--- src/rtl/filtered_line_tx.sv ---
// Framed single-line serial transmitter: start(1), data LSB first, stop(0).
// Every symbol level is held BIT_CYCLES clocks, with optional one-cycle glitch injection.
module filtered_line_tx #(
  parameter int unsigned DATA_W     = 8,
  parameter int unsigned BIT_CYCLES = 8,
  parameter int unsigned GLITCH_POS = 2
) (
  input  logic              clock,
  input  logic              reset,
  input  logic [DATA_W-1:0] data_in,
  input  logic              valid_in,
  input  logic              glitch_en,
  output logic              ready_out,
  output logic              line_out,
  output logic              busy,
  output logic              done
);

  localparam int unsigned CNT_W = $clog2(BIT_CYCLES);
  localparam int unsigned BIT_W = (DATA_W > 1) ? $clog2(DATA_W) : 1;

  localparam logic [CNT_W-1:0] CNT_LAST  = CNT_W'(BIT_CYCLES - 1);
  localparam logic [CNT_W-1:0] GLITCH_AT = CNT_W'(GLITCH_POS);
  localparam logic [BIT_W-1:0] BIT_LAST  = BIT_W'(DATA_W - 1);

  typedef enum logic [1:0] {
    S_IDLE,
    S_START,
    S_DATA,
    S_STOP
  } state_e;

  state_e            state_q, state_d;
  logic [CNT_W-1:0]  cnt_q, cnt_d;
  logic [BIT_W-1:0]  bit_q, bit_d;
  logic [DATA_W-1:0] data_q, data_d;
  logic              glitch_q, glitch_d;
  logic              line_q, line_d;
  logic              ready_q, ready_d;
  logic              busy_q, busy_d;
  logic              done_q, done_d;
  logic              sym_end_c;
  logic              nominal_c;

  // State register; reset abandons any frame in progress immediately.
  always_ff @(posedge clock or negedge reset) begin
    if (!reset) begin
      state_q  <= S_IDLE;
      cnt_q    <= '0;
      bit_q    <= '0;
      data_q   <= '0;
      glitch_q <= 1'b0;
      line_q   <= 1'b0;
      ready_q  <= 1'b1;
      busy_q   <= 1'b0;
      done_q   <= 1'b0;
    end else begin
      state_q  <= state_d;
      cnt_q    <= cnt_d;
      bit_q    <= bit_d;
      data_q   <= data_d;
      glitch_q <= glitch_d;
      line_q   <= line_d;
      ready_q  <= ready_d;
      busy_q   <= busy_d;
      done_q   <= done_d;
    end
  end

  // Next-state logic; outputs are derived from the next state so they register in step.
  always_comb begin
    state_d   = state_q;
    cnt_d     = cnt_q;
    bit_d     = bit_q;
    data_d    = data_q;
    glitch_d  = glitch_q;
    done_d    = 1'b0;
    nominal_c = 1'b0;
    sym_end_c = (cnt_q == CNT_LAST);

    unique case (state_q)
      S_IDLE: begin
        if (valid_in && ready_q) begin
          state_d  = S_START;
          cnt_d    = '0;
          bit_d    = '0;
          data_d   = data_in;
          glitch_d = glitch_en;
        end
      end
      S_START: begin
        if (sym_end_c) begin
          state_d = S_DATA;
          cnt_d   = '0;
          bit_d   = '0;
        end else begin
          cnt_d = cnt_q + CNT_W'(1);
        end
      end
      S_DATA: begin
        if (sym_end_c) begin
          cnt_d = '0;
          if (bit_q == BIT_LAST) begin
            state_d = S_STOP;
          end else begin
            bit_d = bit_q + BIT_W'(1);
          end
        end else begin
          cnt_d = cnt_q + CNT_W'(1);
        end
      end
      S_STOP: begin
        if (sym_end_c) begin
          state_d = S_IDLE;
          cnt_d   = '0;
          bit_d   = '0;
          done_d  = 1'b1;
        end else begin
          cnt_d = cnt_q + CNT_W'(1);
        end
      end
      default: begin
        state_d = S_IDLE;
        cnt_d   = '0;
        bit_d   = '0;
      end
    endcase

    unique case (state_d)
      S_START: nominal_c = 1'b1;
      S_DATA:  nominal_c = data_d[bit_d];
      default: nominal_c = 1'b0;
    endcase

    ready_d = (state_d == S_IDLE);
    busy_d  = (state_d != S_IDLE);
    // Invert exactly one cycle per symbol when the frame was accepted with glitch_en.
    line_d  = nominal_c ^ (busy_d && glitch_d && (cnt_d == GLITCH_AT));
  end

  assign ready_out = ready_q;
  assign line_out  = line_q;
  assign busy      = busy_q;
  assign done      = done_q;

endmodule

--- config.mk ---
export PLATFORM = sky130hd
export DESIGN_NAME = filtered_line_tx
export DESIGN_NICKNAME = d
export VERILOG_FILES = /design/src/rtl/filtered_line_tx.sv
export SDC_FILE = /design/constraint.sdc
export NUM_CORES = 1
export LEC_CHECK = 0
export CORE_MARGIN = 3
export CORE_UTILIZATION = 47
export DETAILED_ROUTE_END_ITERATION = 6
export GPL_TIMING_DRIVEN = 0
export PLACE_DENSITY = 0.76
export SLEW_MARGIN = 40
export SYNTH_ARGS = -nofsm -noshare
export SYNTH_HDL_FRONTEND = slang
export SYNTH_SLANG_ARGS = --single-unit
--- constraint.sdc ---
create_clock -name clock -period 2 [get_ports clock]
set_clock_uncertainty 0.05 [all_clocks]
set_input_delay 0.3 -clock clock [delete_from_list [all_inputs] [get_ports clock]]
set_output_delay 0.3 -clock clock [all_outputs]
set_load 0.005 [all_outputs]
Word-level counts from Yosys, hierarchy flattened
Index checks and enable logic that the tools add are counted.

word-level totals
  bits of input ports = 12
  register bits after elaboration = 21
  output and inout bits = 4
  word-level logic and storage cells = 52

operators by class
  add/sub/neg operators = 2
  equality and inequality tests = 8
  reduce and logical (&&, ||, !) cells = 8
  bitwise gates (word level) = 1
  muxes and demuxes = 23
  magnitude comparators = 1

operators by type and width
  kind                                                count
  2-to-1 mux 3 bit                                    6
  2-to-1 mux 8 bit                                    2
  2-to-1 mux 2 bit                                    5
  one-hot mux 3 bit (3 select lines)                  1
  one-hot mux 2 bit (4 select lines)                  1
  adder 3 x 1 -> 3 bit, second input constant         2
  == test 2 bit, second input constant                3
  == test 3 bit, second input constant                2
  one-hot mux 3 bit (2 select lines)                  1
  2-to-1 mux 1 bit                                    5
  == test 2 x 1 -> 1 bit, second input constant       2
  zero test 2 bit                                     2
  < comparator 3 x 4 -> 1 bit, second input constant  1
  binary-select mux 1 bit (select 3 bit)              1
  == test 3 x 2 -> 1 bit, second input constant       1
  logical AND 1 bit                                   3
  OR reduction 3 bit                                  1
  one-hot mux 1 bit (2 select lines)                  1
  nonzero test 2 bit                                  1
  OR reduction 2 bit                                  1
  bitwise XOR 1 bit                                   1

Logic depth before layout (Yosys ltp)
Gate-level depths: netlist of the first run.

  word-level depth = 8
  gate-level depth with buffers = 10
  depth with buffers taken out = 10

Worst setup path before layout of the first run
No wires, ideal clock.

  path type = flip-flop to flip-flop
  start point = register cnt_q[0]
  end point = register line_q, in the netlist line_out
  stages on the path, launching flop included = 10
  path slack = -132 ps
  required time = 1817 ps
  data arrival time = 1949 ps
  clock period less this slack = 2132 ps
  cell sequence = dfrtp_1 ha_1 ha_1 a21boi_2 mux2i_4 nand2_1 o2111ai_1 a41oi_1 o21bai_1 xnor2_1

on the way
  longest elaborated chain between the ends = 7
  elaborated cells on any way between the ends = 22
  classes of those cells = 1 x add/sub; 4 x eq/ne; 13 x mux; 1 x bitwise; 3 x reduce/logical

ends and longest elaborated chain
  what                                        RTL line      source
  start, declared                             34            logic [CNT_W-1:0] cnt_q, cnt_d;
  start signal, assigned                      59            cnt_q <= cnt_d;
  == test 3 bit *                             79            sym_end_c = (cnt_q == CNT_LAST);
  2-to-1 mux 3 bit, on equally long branches  92, 113, 101
  one-hot mux 3 bit (3 select lines) *        81            unique case (state_q)
  named net bit_d[0]                          35            logic [BIT_W-1:0] bit_q, bit_d;
  binary-select mux 1 bit (select 3 bit) *    131           S_DATA: nominal_c = data_d[bit_d];
  2-to-1 mux 1 bit (implied by the code) *    131
  one-hot mux 1 bit (2 select lines) *        129           unique case (state_d)
  bitwise XOR 1 bit *                         138           line_d = nominal_c ^ (busy_d && glitch_d && (cnt_d == GLITCH_AT));
  named net line_d                            38            logic line_q, line_d;
  end signal, assigned                        63            line_q <= line_d;
  end, declared                               38

The timed path passes the listed nets; every way through them passes the cells marked *. The select of a mux whose other input is x is not followed.

Worst setup path in the final report of the first run
  start point = register cnt_q[0]
  end point = register line_q, in the netlist line_out

on the way
  longest elaborated chain between the ends = 7
  elaborated cells on any way between the ends = 22
  classes of those cells = 1 x add/sub; 4 x eq/ne; 13 x mux; 1 x bitwise; 3 x reduce/logical

ends and longest elaborated chain
  what                                                                                             RTL line
  == test 3 bit                                                                                    79
  2-to-1 mux 3 bit, or another cell as far along                                                   92, 113
  one-hot mux 3 bit (3 select lines) / one-hot mux 2 bit (4 select lines) (equally long branches)  81
  binary-select mux 1 bit (select 3 bit) / nonzero test 2 bit (equally long branches)              131, 136
  2-to-1 mux 1 bit (implied by the code) / logical AND 1 bit (equally long branches)               131, 138
  one-hot mux 1 bit (2 select lines) / logical AND 1 bit (equally long branches)                   129, 138
  bitwise XOR 1 bit *                                                                              138
  named net line_d                                                                                 38

Marked as above.

==> metrics.yaml, run 1 <==
vias: 793
yosys.area_share.simple_pct: 10.3
total_power_mw: 2.09
synthTopCellsByArea: "dfrtp_1 45%, ha_1 7.9%, mux2_2 7.1%, o2111ai_1 3.2%, a21o_1 2.7%"
htree_levels: 1
start_util_pct: 52.7
initialDrtViolationCount: 14
status: "finished with violations"
worstPathArrival_ps: 2410
grt_util_all_layers_pct: 18.3
max_cap_violations: 0
antenna_cells: 0
dieHeight_um: 54.6
endpoint_kind: "flip-flop"
period_share_pct: 113
clk_pin_slew_ps: 110
cp.required_ps: 2140
synth_compound_area_share_pct: 14.9
cts_buffers: 3
r2r-end: "line_out$_DFF_PN0_"
ios: 16
synth_seq_area_share_pct: 47.5
syn_area_sq_mm: 0.00111
synth_xor_area_share_pct: 1.58
grt_start_max_net_pins: 22
drt.antenna.violating_nets: 0
grt_pass1_vias: 723
die_w_um: 54.6
ys_ff_latch: 21
cts_tree: "built"
grt_pass1_wl_um: 3570
intPower_mw: 1.30
p_sw_mw: 0.793
grt_overflow: 0
final_layout_size_suffix_gt1_share_pct: 37.9
worst_pin_slew_ps: 455
synth_top_family_by_area: "compound AO/OA/AOI/OAI gates"
synth_area_leader_cell: "dfrtp_1"
wl_per_cell_um: 17.8
ys_types: 35
yosys_most_used_dff: "dfrtp_1"
rsz0062_at_grt: "yes"
min_period_ps: 2260
muxShareOfSynthArea_pct: 12.8
synth_fa_ha_area_share_pct: 7.90
clockBufferDepth: 2
avgSynthCellArea_sq_um: 12.7
yosys_warnings: 0
nNetsFinal: 136
power_density_mw_per_mm2: 1380
critPathLaunch: "cnt_q[0]$_DFF_PN0_"
violations: "negative setup slack"
final_cell_mix: "20 x dfrtp_1, 13 x clkdlybuf4s50_1, 11 x buf_4"
sequentialPowerShare_pct: 35.4
die_area_sq_mm: 0.00298
clock-root-buffer: "clkbuf_4"
reg2reg_depth: 10
synthArstFlopShare_pct: 100
slew_violations: 0
reg2reg_from: "cnt_q[0]$_DFF_PN0_"
num_rows: 16
synthToLayoutAreaGrowth_pct: 36.6
antenna_found_initial: 0
min-delay-path-class: "input pin to async pin"
drcViolationCount: 0
combPwrFrac_pct: 54.7
layout_commonest_cell: "dfrtp_1"
portBuffers: 15
sw_frac_of_total_pct: 37.9
finalHoldViolCount: 0
drtPass1Iterations: 5
vdd_drop_max_uv: 1100
r2r_slack_ps: -260
fmax_mhz: 442
synth_nets: 106
numClockSinks: 21
pwr-share-clk_pct: 9.9
post-dp-hpwl_um: 1420
setup_violations: 1
worst_setup_path_start_kind: "flip-flop"
worstSkewPairLatency_ps: 310
finalSetupTns_ps: -265
core_sq_mm: 0.00210
wl_um: 2550
synth_edf_count: 0
worstPathMaxFanout: 5
synth_top_area_share_pct: 45.1
syn_inst: 87
setup_slack_ps: -265
viasPerCell: 5.55
crit_type: "flip-flop to flip-flop"
cellLeakagePower_nw: 0.654
place.gp.congestion: 0.786
slew_headroom_pct: 69.6
==> power by group through the flow <==
| stage | clock [mW] | combinational, mW | sequential (mW) |
|---|---|---|---|
| 6_report | 0.207 | 1.14 | 0.739 |
| 3_3_place_gp | 0 | 0.866 | 0.720 |
| 3_5_place_dp | 0 | 0.889 | 0.728 |
| 5_1_grt | 0.222 | 1.24 | 0.758 |
| 2_1_floorplan | 0 | 0.675 | 0.708 |
| 4_1_cts | 0.206 | 1.03 | 0.724 |
==> what timing repair did <==
action	4_1_cts	5_1_grt
gates cloned	1	0
pin swaps	7	5
setup endpoints to repair	1	1
endpoints found under the hold margin	20	0
hold buffers	1	0
setup buffers	5	4
gates resized for setup	10	9
==> metal layers <==
metal	GRT usage [%]	routed length [um]	part of all wire, %	vias to the layer above
met5	0	0	0	-
met4	13.7	80	3.1	0
met3	3.81	99	3.9	6
met2	27.1	1240	49	22
met1	23.2	1130	44	391
li1	-	-	-	374
==> critical path, stage by stage, from the launching register on <==
cell	delay, ps
dfrtp_1	410
ha_4	170
ha_4	130
a21boi_4	220
mux2i_4	340
buf_4	160
a21o_1	130
o2111ai_2	120
a41oi_2	170
o21bai_1	110
xnor2_1	130
==> worst max path at each step <==
stage	to	slack [ps]
after global placement	line_out$_DFF_PN0_	-550
after detailed placement	line_out$_DFF_PN0_	-560
final	line_out$_DFF_PN0_	-260
after floorplan	line_out$_DFF_PN0_	-40
after CTS	line_out$_DFF_PN0_	-190
after global routing	line_out$_DFF_PN0_	-370
==> state kept, by name, summed over array words and instances, names as in the netlist <==
name and count:
bit_q 3, busy 1, cnt_q 3, data_q 8
done 1, glitch_q 1, line_out 1, ready_out 1
state_q 2
==> cell type report <==
| cell class | instances | area, sq um |
|---|---|---|
| well taps | 27 | 33.8 |
| inverters | 7 | 26.3 |
| repair buffers | 26 | 229 |
| plain buffers | 2 | 18.8 |
| multi-input cells | 56 | 653 |
| clock buffers | 4 | 26.3 |
| fillers | 143 | 588 |
| flip-flops and latches | 21 | 527 |
==> logic make-up after synthesis <==
kind of cell,Yosys count
compound gates,20
xor+xnor,2
fa+ha+maj,7
buf+inv,10
flops,21
mux,11
simple gates,16
==> synth_stat cells (2+ instances only) <==
cell        n
ha_1        7
o2111ai_1   4
nor3b_1     2
mux2_4      2
dfrtp_1    20
xnor2_1     2
a22o_1      2
nand2b_1    2
buf_6       2
inv_1       7
mux2_2      7
o21ai_1     2
a21o_1      4
nand2_1     3
==> metrics by stage <==
| stage | setup WS [ps] | hold slack (ps) | instance area, sq um | instances | utilization, % |
|---|---|---|---|---|---|
| final | -265 | 403 | 1510 | 143 | 72.0 |
| after floorplan | -43.1 | -45.6 | 1140 | 87 | - |
| after global placement | -548 | 431 | 1330 | 129 | 63.0 |
| after detailed placement | -557 | 228 | 1320 | 129 | 62.8 |
| after CTS | -193 | 422 | 1450 | 140 | 69.0 |
| after global routing | -373 | 439 | 1510 | 143 | 72.0 |
Power figures use the tool's default switching activity.
==> inputs of run 2 (changes only) <==
Settings changed: CORE_UTILIZATION 47 to 50, CTS_BUF_LIST from default to sky130_fd_sc_hd__clkbuf_4, PLACE_DENSITY 0.76 to 0.8.
==> run 2 against run 1 <==
  * Sequential power decreased by 2.8%
  * Routed wire length down 5.3%
  * Global-route usage rose by 2.8 points
  * Largest power group unchanged
  * Sequential cell count did not move
  * The flow still finishes with violations (negative setup slack)
  * Worst setup slack got worse by 13 ps
  * Via count increased by 1.6%
  * Critical path depth unchanged
  * Register-to-register slack about the same
==> metrics.yaml, run 2 (synthesis gave the netlist of run 1 again) <==
wl_um: 2410  # -5.3%
worstPathArrival_ps: 2420  # about the same
vdd_drop_max_uv: 990  # -10%
drcViolationCount: 0  # unchanged
status: "finished with violations"
grt_util_all_layers_pct: 21.1  # +2.8 points
grt_pass1_vias: 820  # +13%
finalHoldViolCount: 0  # unchanged
reg2reg_from: "cnt_q[0]$_DFF_PN0_"
drt.antenna.violating_nets: 0  # unchanged
core_sq_mm: 0.00202  # -3.8%
top_layer: "met4"
dieHeight_um: 53.1  # -2.7%
total_power_mw: 2.03  # -3.1%
min_period_ps: 2280  # +12.8 ps
start_util_pct: 54.8  # +2.1 points
wl_met1_um: 1050  # -6.6%
ios: 16  # unchanged
crit_type: "flip-flop to flip-flop"
initialDrtViolationCount: 14  # unchanged
max_cap_violations: 0  # unchanged
htree_levels: 1  # unchanged
numClockSinks: 21  # unchanged
antenna_found_initial: 0  # unchanged
worstSkewPairLatency_ps: 300  # about the same
min-delay-path-class: "input pin to async pin"
num_rows: 16  # unchanged
worst_pin_slew_ps: 461  # +5.41 ps
synthToLayoutAreaGrowth_pct: 33.9
dpl.cell_count: 129  # unchanged
viasPerCell: 5.64  # +1.6%
portBuffers: 15  # unchanged
cellLeakagePower_nw: 0.655  # +0.10%
utilization_pct: 73.4  # +1.4 points
clock-root-buffer: "clkbuf_4"
reg2reg_depth: 10  # unchanged
grt_start_max_net_pins: 22  # unchanged
violations: "negative setup slack"
post-dp-hpwl_um: 1510  # +6.6%
stdcell_count: 143  # unchanged
die_w_um: 53.1  # -2.7%
grt_pass1_wl_um: 4010  # +12%
worst_setup_path_start_kind: "flip-flop"
slew_headroom_pct: 69.3  # -0.36 points
endpoint_kind: "flip-flop"
final_cell_mix: "20 x dfrtp_1, 13 x clkdlybuf4s50_1, 10 x buf_4"
cp.required_ps: 2140  # about the same
layout_commonest_cell: "dfrtp_1"
setup_slack_ps: -278  # -12.8 ps
wl_per_cell_um: 16.9  # -5.3%
rsz0062_at_grt: "yes"
nNetsFinal: 136  # unchanged
final_layout_size_suffix_gt1_share_pct: 38.8  # +0.86 points
vias: 806  # +1.6%
wl_met2_um: 1220  # -1.5%
cts_tree: "built"
antenna_cells: 0  # unchanged
largest_reg_flops: 8  # unchanged
clockBufferDepth: 2  # unchanged
period_share_pct: 114  # +0.64 points
power_density_mw_per_mm2: 1370  # -1.1%
die_area_sq_mm: 0.00282  # -5.4%
worstPathMaxFanout: 3  # -2
grt_overflow: 0  # unchanged
fmax_mhz: 439  # -0.56%
drtPass1Iterations: 5  # unchanged
setup_violations: 1  # unchanged
place.gp.congestion: 0.817  # +3.9%
wl_met3_um: 83  # -16%
largest_register: "data_q"
r2r_slack_ps: -280  # about the same
cts_buffers: 3  # unchanged
reg.largest.list: "data_q (8), bit_q (3), cnt_q (3)"
slew_violations: 0  # unchanged
clk_pin_slew_ps: 110  # about the same
r2r-end: "line_out$_DFF_PN0_"
run 2: area by class of cell:
| class | instances | area [sq um] |
|---|---|---|
| Inverter | 7 | 26.3 |
| Timing Repair Buffer | 25 | 221 |
| Tap cell | 27 | 33.8 |
| Buffer | 3 | 30.0 |
| Clock buffer | 4 | 30.0 |
| Multi-Input combinational cell | 56 | 616 |
| Sequential cell | 21 | 527 |
| Fill cell | 142 | 538 |
run 2: worst max path at each step:
stage	slack (ps)	end	cells after the start	from
global route	-400	line_out$_DFF_PN0_	10	state_q[1]$_DFF_PN0_
floorplan	-40	line_out$_DFF_PN0_	9	cnt_q[0]$_DFF_PN0_
detailed placement	-580	line_out$_DFF_PN0_	9	valid_in
CTS	-220	line_out$_DFF_PN0_	9	cnt_q[0]$_DFF_PN0_
finish	-280	line_out$_DFF_PN0_	10	cnt_q[0]$_DFF_PN0_
global placement	-530	line_out$_DFF_PN0_	9	valid_in
run 2: what timing repair did:
item | CTS | global route
pin swaps | 7 | 0
gates cloned | 1 | 0
endpoints found under the hold margin | 20 | 0
resized for setup | 9 | 5
hold buffers | 1 | 0
buffers inserted | 5 | 3
endpoints found under the setup margin | 1 | 1
run 2: report_power, final:
part	switching [mW]	internal [mW]
sequential	0.100	0.618
combinational	0.514	0.576
clock	0.127	0.0913
total	0.742	1.28
run 2: layer usage:
| layer | vias to the layer above | GRT usage, % |
|---|---|---|
| met5 | - | 0 |
| met4 | 0 | 8.94 |
| met3 | 9 | 3.38 |
| met2 | 21 | 35.5 |
| met1 | 402 | 26.5 |
| li1 | 374 | - |
run 2: critical path: stages (launching register included):
cell and delay (ps):
dfrtp_1 380, ha_2 210, ha_4 140, a21boi_4 220, mux2i_4 290, buf_4 160
a21o_1 140, o2111ai_2 120, a41oi_2 210, o21bai_1 100, xnor2_1 130
run 2: per-stage QoR:
step | instance area (sq um) | setup slack, ps | hold slack (ps) | setup TNS (ps)
2_1_floorplan | 1140 | -43.1 | -45.6 | -43.1
3_3_place_gp | 1330 | -535 | 431 | -535
3_5_place_dp | 1320 | -576 | 226 | -576
4_1_cts | 1440 | -219 | 431 | -219
5_1_grt | 1480 | -397 | 451 | -397
6_report | 1480 | -278 | 413 | -278
==> inputs of run 3 (changes only) <==
Settings changed: CTS_CLUSTER_DIAMETER from default to 40.
==> results of run 3 <==
Final layout, timing and power as in run 2 (identical DEF).
